### config.mk
export PLATFORM = sky130hd
export DESIGN_NAME = sdram_matrix_loader
export DESIGN_NICKNAME = d
export VERILOG_FILES = /design/src/rtl/sdram_matrix_loader.sv
export SDC_FILE = /design/constraint.sdc
export NUM_CORES = 1
export LEC_CHECK = 0
export BUFFER_PORTS_ARGS = -buffer_cell sky130_fd_sc_hd__buf_2
export CORE_MARGIN = 1
export CORE_UTILIZATION = 45
export CTS_BUF_LIST = sky130_fd_sc_hd__clkbuf_4 sky130_fd_sc_hd__clkbuf_8
export DETAILED_ROUTE_END_ITERATION = 10
export GPL_TIMING_DRIVEN = 0
export PLACE_DENSITY = 0.69
export SYNTH_ARGS = -nofsm -noshare
export SYNTH_HDL_FRONTEND = slang
export SYNTH_SLANG_ARGS = --single-unit
### constraint.sdc
create_clock -name clk -period 3.4 [get_ports clk]
set_clock_uncertainty 0.05 [all_clocks]
set_input_delay 0.34 -clock clk [delete_from_list [all_inputs] [get_ports clk]]
set_output_delay 0.34 -clock clk [all_outputs]
set_load 0.01 [all_outputs]
### src/rtl/sdram_matrix_loader.sv
// sdram_matrix_loader: Avalon-MM read master copying an n x n matrix from SDRAM into on-chip RAM
module sdram_matrix_loader #(
    parameter logic [7:0] DEFAULT_DIMENSION = 8'd16,
    parameter int         MAX_PENDING       = 8
) (
    input  logic        clk,
    input  logic        reset,
    input  logic        start,
    input  logic [23:0] base_addr,
    input  logic [7:0]  dimension,
    output logic        busy,
    output logic        done,
    output logic        error,
    output logic [23:0] address,
    output logic        read,
    input  logic [31:0] readdata,
    input  logic        readdatavalid,
    input  logic        waitrequest,
    output logic [9:0]  ram_wraddress,
    output logic [31:0] ram_data,
    output logic        ram_wren
);
    localparam logic [1:0] IDLE = 2'd0, ISSUE = 2'd1, DRAIN = 2'd2, FINISH = 2'd3;
    localparam logic [3:0] MAX_P = 4'(MAX_PENDING);
    logic [1:0]  state;
    logic [10:0] total, issued, received, issued_next;
    logic [3:0]  pending, pending_next;
    logic [7:0]  n_eff;
    logic        active, accept, rsp, retire, last_write;
    always_comb begin
        n_eff = dimension == 8'd0 ? DEFAULT_DIMENSION : dimension;
        active = state == ISSUE || state == DRAIN;
        accept = read && !waitrequest;
        rsp = readdatavalid && active;
        retire = rsp && (pending != 4'd0 || accept);
        issued_next = issued + {10'd0, accept};
        pending_next = pending + {3'd0, accept} - {3'd0, retire};
        last_write = active && ram_wren && received == total;
    end
    always_ff @(posedge clk or posedge reset) begin
        if (reset) begin
            state <= IDLE;
            busy <= 1'b0;
            done <= 1'b0;
            error <= 1'b0;
            read <= 1'b0;
            address <= '0;
            ram_wren <= 1'b0;
            ram_wraddress <= '0;
            ram_data <= '0;
            total <= '0;
            issued <= '0;
            received <= '0;
            pending <= '0;
        end else begin
            done <= 1'b0;
            error <= 1'b0;
            ram_wren <= rsp;
            if (rsp) begin
                ram_wraddress <= received[9:0];
                ram_data <= readdata;
                received <= received + 11'd1;
            end
            if (active) pending <= pending_next;
            if (state == ISSUE) begin
                issued <= issued_next;
                read <= issued_next < total && pending_next < MAX_P;
                if (accept) address <= address + 24'd4;
                if (issued_next == total) state <= DRAIN;
            end
            if (state == IDLE && start) begin
                if (n_eff > 8'd32 || base_addr[1:0] != 2'b00) begin
                    state <= FINISH;
                    done <= 1'b1;
                    error <= 1'b1;
                end else begin
                    state <= ISSUE;
                    busy <= 1'b1;
                    read <= 1'b1;
                    address <= base_addr;
                    total <= {3'd0, n_eff} * {3'd0, n_eff};
                    issued <= '0;
                    received <= '0;
                    pending <= '0;
                end
            end
            // the final word's write is on the bus this cycle, so completion follows it
            if (last_write) begin
                state <= FINISH;
                busy <= 1'b0;
                done <= 1'b1;
            end
            if (state == FINISH) state <= IDLE;
        end
    end
endmodule
# [After elaboration in Yosys (flattened, before gate mapping)]
# Cells that the tools add are included.
[word_totals] input_bits=69 reg_bits=110 out_inout_bits=71 word_cells=79
[classes] n_lt_le_gt_ge=3 reduce_logical=21 eq_ne=6 n_bitwise=1 mux=29 mul=1 add_sub_neg=5
[op_table] cell="two-way mux 24 bit" count=4
[op_table] cell="two-way mux 11 bit" count=6
[op_table] cell="adder 24 x 3 -> 24 bit, second input constant" count=1
[op_table] cell="== test 11 bit" count=2
[op_table] cell="two-way mux 2 bit" count=6
[op_table] cell="two-way mux 4 bit" count=3
[op_table] cell="nonzero test 4 bit" count=3
[op_table] cell="adder 11 x 1 -> 11 bit" count=1
[op_table] cell="adder 11 x 1 -> 11 bit, second input constant" count=1
[op_table] cell="< comparator 11 bit" count=1
[op_table] cell="multiplier 8 x 8 -> 11 bit" count=1
[op_table] cell="two-way mux 1 bit" count=9
[op_table] cell="> comparator 8 x 6 -> 1 bit, second input constant" count=1
[op_table] cell="zero test 8 bit" count=1
[op_table] cell="two-way mux 8 bit" count=1
[op_table] cell="logical AND 1 bit" count=7
[op_table] cell="AND reduction 2 bit" count=3
[op_table] cell="adder 4 x 1 -> 4 bit" count=1
[op_table] cell="== test 2 bit, second input constant" count=2
[op_table] cell="< comparator 4 bit, second input constant" count=1
[op_table] cell="nonzero test 2 bit" count=2
[op_table] cell="subtractor 4 x 1 -> 4 bit" count=1
[op_table] cell="logical OR 1 bit" count=3
[op_table] cell="== test 2 x 1 -> 1 bit, second input constant" count=1
[op_table] cell="other kinds (4)" count=4

# [Longest topological paths before layout]
# Gate-level depths: netlist of the first run.
[logic_depth] word_depth=10 mapped_depth=17 depth_no_buf=16

# [Least setup slack after synthesis of the first run]
# No wires, ideal clock.
[synth_path] kind="input port to flip-flop" from="input port dimension[2]" to="register total[10]" required_ns=3.218 cell_stages=15 slack_ns=-0.930 setup_ns=0.132 arrival_time_ns=4.148 n_path_buf=1 path_cell_list="clkbuf_1 -> or4_1 -> o41ai_1 -> fa_1 -> inv_1 -> fa_1 -> fa_1 -> fa_1 -> inv_1 -> ha_1 -> nand4_1 -> a21oi_1 -> and3b_1 -> xnor2_1 -> o21ai_1"
[synth_via] elab_chain_len=6 elab_cells_between_ends=7 cone_classes="mul: 1; order compare: 1; mux: 1; bitwise: 1; reduce/logical: 3"
[synth_lines] element="start, declared" line="10" source="input logic [7:0] dimension,"
[synth_lines] element="zero test 8 bit" line="31" source="n_eff = dimension == 8'd0 ? DEFAULT_DIMENSION : dimension;"
[synth_lines] element="two-way mux 8 bit (*)" line="31"
[synth_lines] element="branches (longest 4 deep; another with multiplier 8 x 8 -> 11 bit)"
[synth_lines] element="end signal, assigned" line="81" source="total <= {3'd0, n_eff} * {3'd0, n_eff};"
[synth_lines] element="end, declared" line="26" source="logic [10:0] total, issued, received, issued_next;"
# Every way passes the cells marked *.
# A chain may end at the register's enable or synchronous reset.

# [Worst setup path after layout of the first run]
[layout_path] from="input port dimension[1]" to="register total[10]"
# Same word-level chain as after synthesis.

==> run metrics, run 1 <==
Post-Synth Adder-Cell Area between 10% and 20%; Synth Area in Simple Gates 21.99%; Worst Path Required around 3600 ps; initial antenna violation count 0; XOR/XNOR share of the synthesized area a little under a tenth; status finished, violations left; Layout Nets between 1000 and 1500; crit path launch type primary input; Rows 43; most frequent cells in the layout 169 x nand2_1, 136 x buf_2, 109 x dfrtp_1, 55 x inv_1, 53 x nor2_1; H-tree level count 3; initial DRC count 283; Worst-Skew Late Latency ~390 ps; syn avg cell area ~9.0 um^2; DR WL/cell 13.76 um; relative slew slack between 40 and 50%; # port buffers roughly 140; DRC errors left 0; largest buffer count on any clock path 2; CTS root buf clkbuf_8; vias in the first global route between 5000 and 6000; Core Region roughly 14000 um^2; Max IR drop VDD 506.2 uV; Final Instance Count excl. Fillers roughly 1100; max-slew violation count 0; Leak Pwr 4.074 nW; CTS tree yes; Post-Syn Nets 854; sequential area share after synthesis roughly 42%; Routed WL 14620 um; Setup TNS -1285 ps; worst slew pin tran just over 800 ps; Yosys top cell by area dfrtp_1; register bit total from synthesis 109; RSZ-0062 raised after global routing yes; CTS sink count 109; post-DP HPWL approximately 11000 um; Worst Path Buf+Inv 3; critical path's most frequent cell fa_1; family with the most delay on the worst path adder cells; Area growth, synth to finish 21.37%; ys flop type dfrtp_1; Worst Path Arrival about 4200 ps; Cell Chain, Critical Path buf_6 -> or4_4 -> o41ai_4 -> fa_1 -> inv_2 -> fa_1 -> fa_2 -> fa_1 -> inv_2 -> ha_4 -> nand4_1 -> a21oi_1 -> and3b_1 -> xnor2_1 -> o21ai_1; crit path kind in2reg; Max stage delay cell, worst path or4_4; Final Hold Fails 0; Final Cycle Share 116.2%; share of the synthesized area in the top cell type around 42%; largest net degree at the start of global routing 62; Post-synth EDFFs 0; DP Cell Count about 1000; layout cells sized above 1 between 20% and 30%; DR vias ~5300; # IOs 140; area of the mapped netlist 6492 um^2; GR Overflow Total 0; CTS Buf Count 9; vias per cell between 4 and 5; number of diodes 0; minimum clock period approximately 4000 ps; Starting Density 46.41%; Die ar. approximately 15000 um^2; combinational family with the most area after synthesis simple AND/OR/NAND/NOR gates; Clock Pin Slew Worst Setup and Hold Paths ~110 ps; gate count of the mapped netlist slightly above 700; Pre-antenna DRT Iters 4; Setup WS pre-CTS -1175 ps; Synth area leaders dfrtp_1 42%, nand2_1 9.9%, ha_1 7.3%; crit-path max cell delay ~540 ps; Die Height about 120 um; die width between 100 and 150 um; PwrDens 729.8 nW/um^2; Distinct cells, synth 45; mux cell area share after synthesis less than 1%; Crit Path Max Fanout 2; total of max-cap violations 0; commonest non-fill, non-tap cell in the layout nand2_1; Total Routing Usage GR roughly a fifth; crit end category register; Max Freq 253.1 MHz; first-pass GRT wire length between 20000 and 25000 um; FFs w/ async S/R, synth 100.0%; worst min path class in2reg; Setup Viol. Count Final 3; Routed Antenna Nets 0; compound-gate portion of the synthesized area 5.801%; synth warn 0; gpl congestion about 0.82; final worst slack -550.5 ps; failing checks negative setup slack
[metal layers]
metal | GRT usage, % | up-vias | share of wire [%]
li1 | - | 2642 | -
met1 | 27.50 | 2493 | 46
met2 | 33.90 | 119 | 47
met3 | 4.026 | 16 | 4.6
met4 | 6.250 | 0 | 1.6
met5 | 0 | - | 0
[synth_stat cells (5+ instances only)]
library cell  number
and2_1            15
dfrtp_1          109
nand2_1          172
nor2_1            53
and3_1            10
nand4_1           17
buf_1              5
clkbuf_1          25
o21ai_1            8
xor2_1            38
nor4_1             8
xnor2_1           31
fa_1              23
nand3_1           21
ha_1              38
a21oi_1           32
inv_1             62
nor3_1             6
a31oi_1            5
[worst reg2reg max path: cells and delay by family, from the launching register on]
kind | cells | cell delay (ps)
adder cells (fa/ha/maj) | 3 | 930
flip-flops | 1 | 420
buffers and inverters | 3 | 450
AO/OA/AOI/OAI | 4 | 730
XOR/XNOR | 1 | 180
AND/OR/NAND/NOR | 2 | 320
[cells by family after synthesis]
group | after synthesis
and+or+nand+nor | 320
muxes | 6
AOI/OAI and AO/OA | 64
buffers and inverters | 95
adders and majority gates | 61
DFF | 109
xor gates and xnor gates | 69
[path summary, 6_finish.rpt]
kind	to	cells after the start	slack, ps	from
worst max-delay path	total[10]	15	-550	dimension[1]
worst min-delay path	ram_data[31]	3	80	readdata[31]
worst max register to register	read	13	260	state[0]
worst min register to register	ram_data[5]	2	430	ram_data[5]
max in group asynchronous	total[0]	4	2050	reset
min in group asynchronous	ram_wraddress[6]	3	520	reset
[cell type report]
| type | instances | area (um^2) |
|---|---|---|
| clock buffer | 10 | 131.4 |
| fill | 1291 | 6108 |
| inverter | 64 | 245.2 |
| sequential | 109 | 2728 |
| timing repair buffer | 145 | 784.5 |
| buffer | 29 | 138.9 |
| tap | 180 | 225.2 |
| multi-input combinational | 520 | 3545 |
| clock inverter | 6 | 82.58 |
[flip-flops by register name (all words and copies together) (netlist names)]
name	flops
error	1
pending	4
address	24
read	1
state	2
received	11
total	10
ram_data	32
ram_wraddress	10
issued	11
busy	1
ram_wren	1
done	1
[repair_timing]
| action | CTS | global route |
|---|---|---|
| gates resized for setup | 5 | 30 |
| endpoints found under the setup margin | 5 | 8 |
| hold buffers | 1 | 0 |
| gates cloned | 0 | 0 |
| hold endpoints to repair | 48 | 0 |
| setup buffers | 2 | 4 |
| pin swaps | 8 | 12 |
[stage by stage]
stage	total power, W	utilization, %	area [um^2]	hold slack (ps)
after floorplan	0.003947	-	6565	395.4
after global placement	0.004732	53.44	7476	402.3
after detailed placement	0.004828	53.66	7506	406.5
after CTS	0.005697	55.47	7760	55.90
after global routing	0.006260	56.33	7880	70.30
final	0.005751	56.33	7880	77.09
[where the power goes]
group	total (W)	leakage, nW	internal (W)	switching, W
combinational	0.00275	2.57	0.00121	0.00153
clock	0.000841	0.105	0.000364	0.000477
sequential	0.00216	1.40	0.00177	0.000393
total	0.00575	4.07	0.00335	0.00240
Power figures use the tool's default switching activity.
==> run 2, diff against run 1 <==
--- a/config.mk
+++ b/config.mk
@@ -6,12 +6,13 @@
 export NUM_CORES = 1
 export LEC_CHECK = 0
 export BUFFER_PORTS_ARGS = -buffer_cell sky130_fd_sc_hd__buf_2
+export CAP_MARGIN = 20
 export CORE_MARGIN = 1
-export CORE_UTILIZATION = 45
+export CORE_UTILIZATION = 51
 export CTS_BUF_LIST = sky130_fd_sc_hd__clkbuf_4 sky130_fd_sc_hd__clkbuf_8
 export DETAILED_ROUTE_END_ITERATION = 10
 export GPL_TIMING_DRIVEN = 0
-export PLACE_DENSITY = 0.69
+export PLACE_DENSITY = 0.76
 export SYNTH_ARGS = -nofsm -noshare
 export SYNTH_HDL_FRONTEND = slang
 export SYNTH_SLANG_ARGS = --single-unit
==> run metrics, run 2 (synthesis results as in run 1) <==
initial DRC count 360; most frequent cells in the layout 169 x nand2_1, 137 x buf_2, 109 x dfrtp_1, 59 x inv_1, 53 x nor2_1; die width about 110 um; Crit Path Max Fanout 2; fin util 63.73%; minimum clock period about 3900 ps; failing checks negative setup slack; Seq. cell area between 2000 and 3000 um^2; DRC errors left 0; Power, Total approximately 0.0057 W; # IOs 140; CTS root buf clkbuf_8; net switching power ~0.0023 W; PwrDens 728.5 nW/um^2; CTS tree yes; Worst-Skew Late Latency between 300 and 400 ps; Combinational Power Share between 40% and 50%; Final Cycle Share 113.8%; Layout Nets around 1000; GR Overflow Total 0; Pre-antenna DRT Iters 4; Setup Viol. Count Final 3; Max Freq ~260 MHz; Clock Pin Slew Worst Setup and Hold Paths approximately 100 ps; switching part of the total power between 40% and 50%; status finished, violations left; DR WL/cell about 14 um; CTS sink count 109; Worst Reg-to-Reg Cells 12; crit end category register; Worst Path Arrival 4070 ps; Die Height 114.8 um; RSZ-0062 raised after global routing yes; crit path launch type primary input; initial antenna violation count 0; commonest non-fill, non-tap cell in the layout nand2_1; worst slew pin tran 782.1 ps; Die ar. approximately 13000 um^2; Core Region ~12000 um^2; power share of the clock group around 14%; Final Hold Fails 0; # port buffers ~140; total of max-cap violations 0; Leak Pwr just over 4 nW; Area growth, synth to finish 19.87%; crit path kind in2reg; Pint 0.003321 W; sequential power share between 30% and 40%; Top Registers ram_data x32, address x24; max reg flops 32; DR vias 5287; Setup TNS -1092 ps; layout cells sized above 1 slightly above 20%; H-tree level count 3; post-DP HPWL 10810 um; CTS Buf Count 9; number of diodes 0; Rows 40; Routed WL around 14000 um; Starting Density between 50% and 60%; Max IR drop VDD approximately 400 uV; vias in the first global route a little over 5000; largest buffer count on any clock path 2; Worst Hold Depth 3; Routed Antenna Nets 0; area of the multi-input gates roughly 3500 um^2; Worst Path Required approximately 3600 ps; largest net degree at the start of global routing just under 70; Top reg by flops ram_data; vias per cell about 5; worst min path class in2reg; first-pass GRT wire length 23500 um; max-slew violation count 0; Total Routing Usage GR about 23%; gpl congestion just over 0.8; Fillers around 1100; final worst slack -470.7 ps; relative slew slack about 48%
==> run 2: cell count changes in the layout (fill, tap and decap cells not counted), moves of 3 or more <==
cell	previous run	this run
inv_1	55	59
fa_2	3	0
inv_2	6	3
buf_4	7	2
fa_1	20	23
==> run 2: worst max-delay path, cell delays in order <==
cell and delay [ps]:
buf_6 90, or4_4 540, o41ai_4 240, fa_1 450
inv_1 80, fa_1 430, fa_1 460, fa_1 530
inv_2 50, ha_4 260, nand4_1 70, a21oi_1 110
and3b_1 190, xnor2_1 150, o21ai_1 70
==> run 2: layout make-up <==
cell class / count / area share [%]
buffer: 29 / 1.704
clock buffer: 11 / 1.785
clock inverter: 5 / 0.7878
inverter: 64 / 3.119
multi-input combinational: 520 / 45.16
sequential: 109 / 35.05
tap: 168 / 2.701
timing repair buffer: 141 / 9.695
==> run 2: final timing paths <==
check / slack, ps / end / from
setup / recovery: -470 / total[10] / dimension[1]
hold / removal: 100 / ram_data[4] / readdata[4]
setup reg to reg: 190 / read / read
hold reg to reg: 420 / ram_data[4] / ram_data[4]
max in group asynchronous: 2070 / issued[0] / reset
min in group asynchronous: 520 / ram_data[27] / reset
==> run 2: power by group through the flow <==
stage | sequential [W] | combinational, W | clock [W]
floorplan | 0.00230 | 0.00165 | 0
CTS | 0.00216 | 0.00271 | 0.000815
global route | 0.00223 | 0.00307 | 0.000859
detailed placement | 0.00218 | 0.00264 | 0
global placement | 0.00217 | 0.00256 | 0
finish | 0.00216 | 0.00272 | 0.000794
==> run 2: timing repair <==
item | in CTS | in global routing
hold endpoints to repair | 41 | 0
pin swaps | 9 | 8
gates resized for setup | 6 | 9
cloned | 0 | 0
setup endpoints to repair | 5 | 8
buffers inserted | 2 | 0
hold buffers | 1 | 0
==> run 2: metrics by stage <==
stage | instance area (um^2) | instances | hold slack [ps] | setup WS, ps
after CTS | 7749 | 1048 | 84.54 | -563.6
after global placement | 7461 | 1029 | 402.5 | -1114
after detailed placement | 7491 | 1030 | 382.6 | -1093
after floorplan | 6565 | 724 | 395.4 | -807.7
final | 7782 | 1047 | 95.92 | -470.7
after global routing | 7782 | 1047 | 77.59 | -668.7
==> run 2: metal layers <==
metal  routed length [um]  GRT usage (%)
met5                    0              0
met4                  184          6.147
met3                  765          4.850
met2                 6777          38.51
met1                 6416          29.29
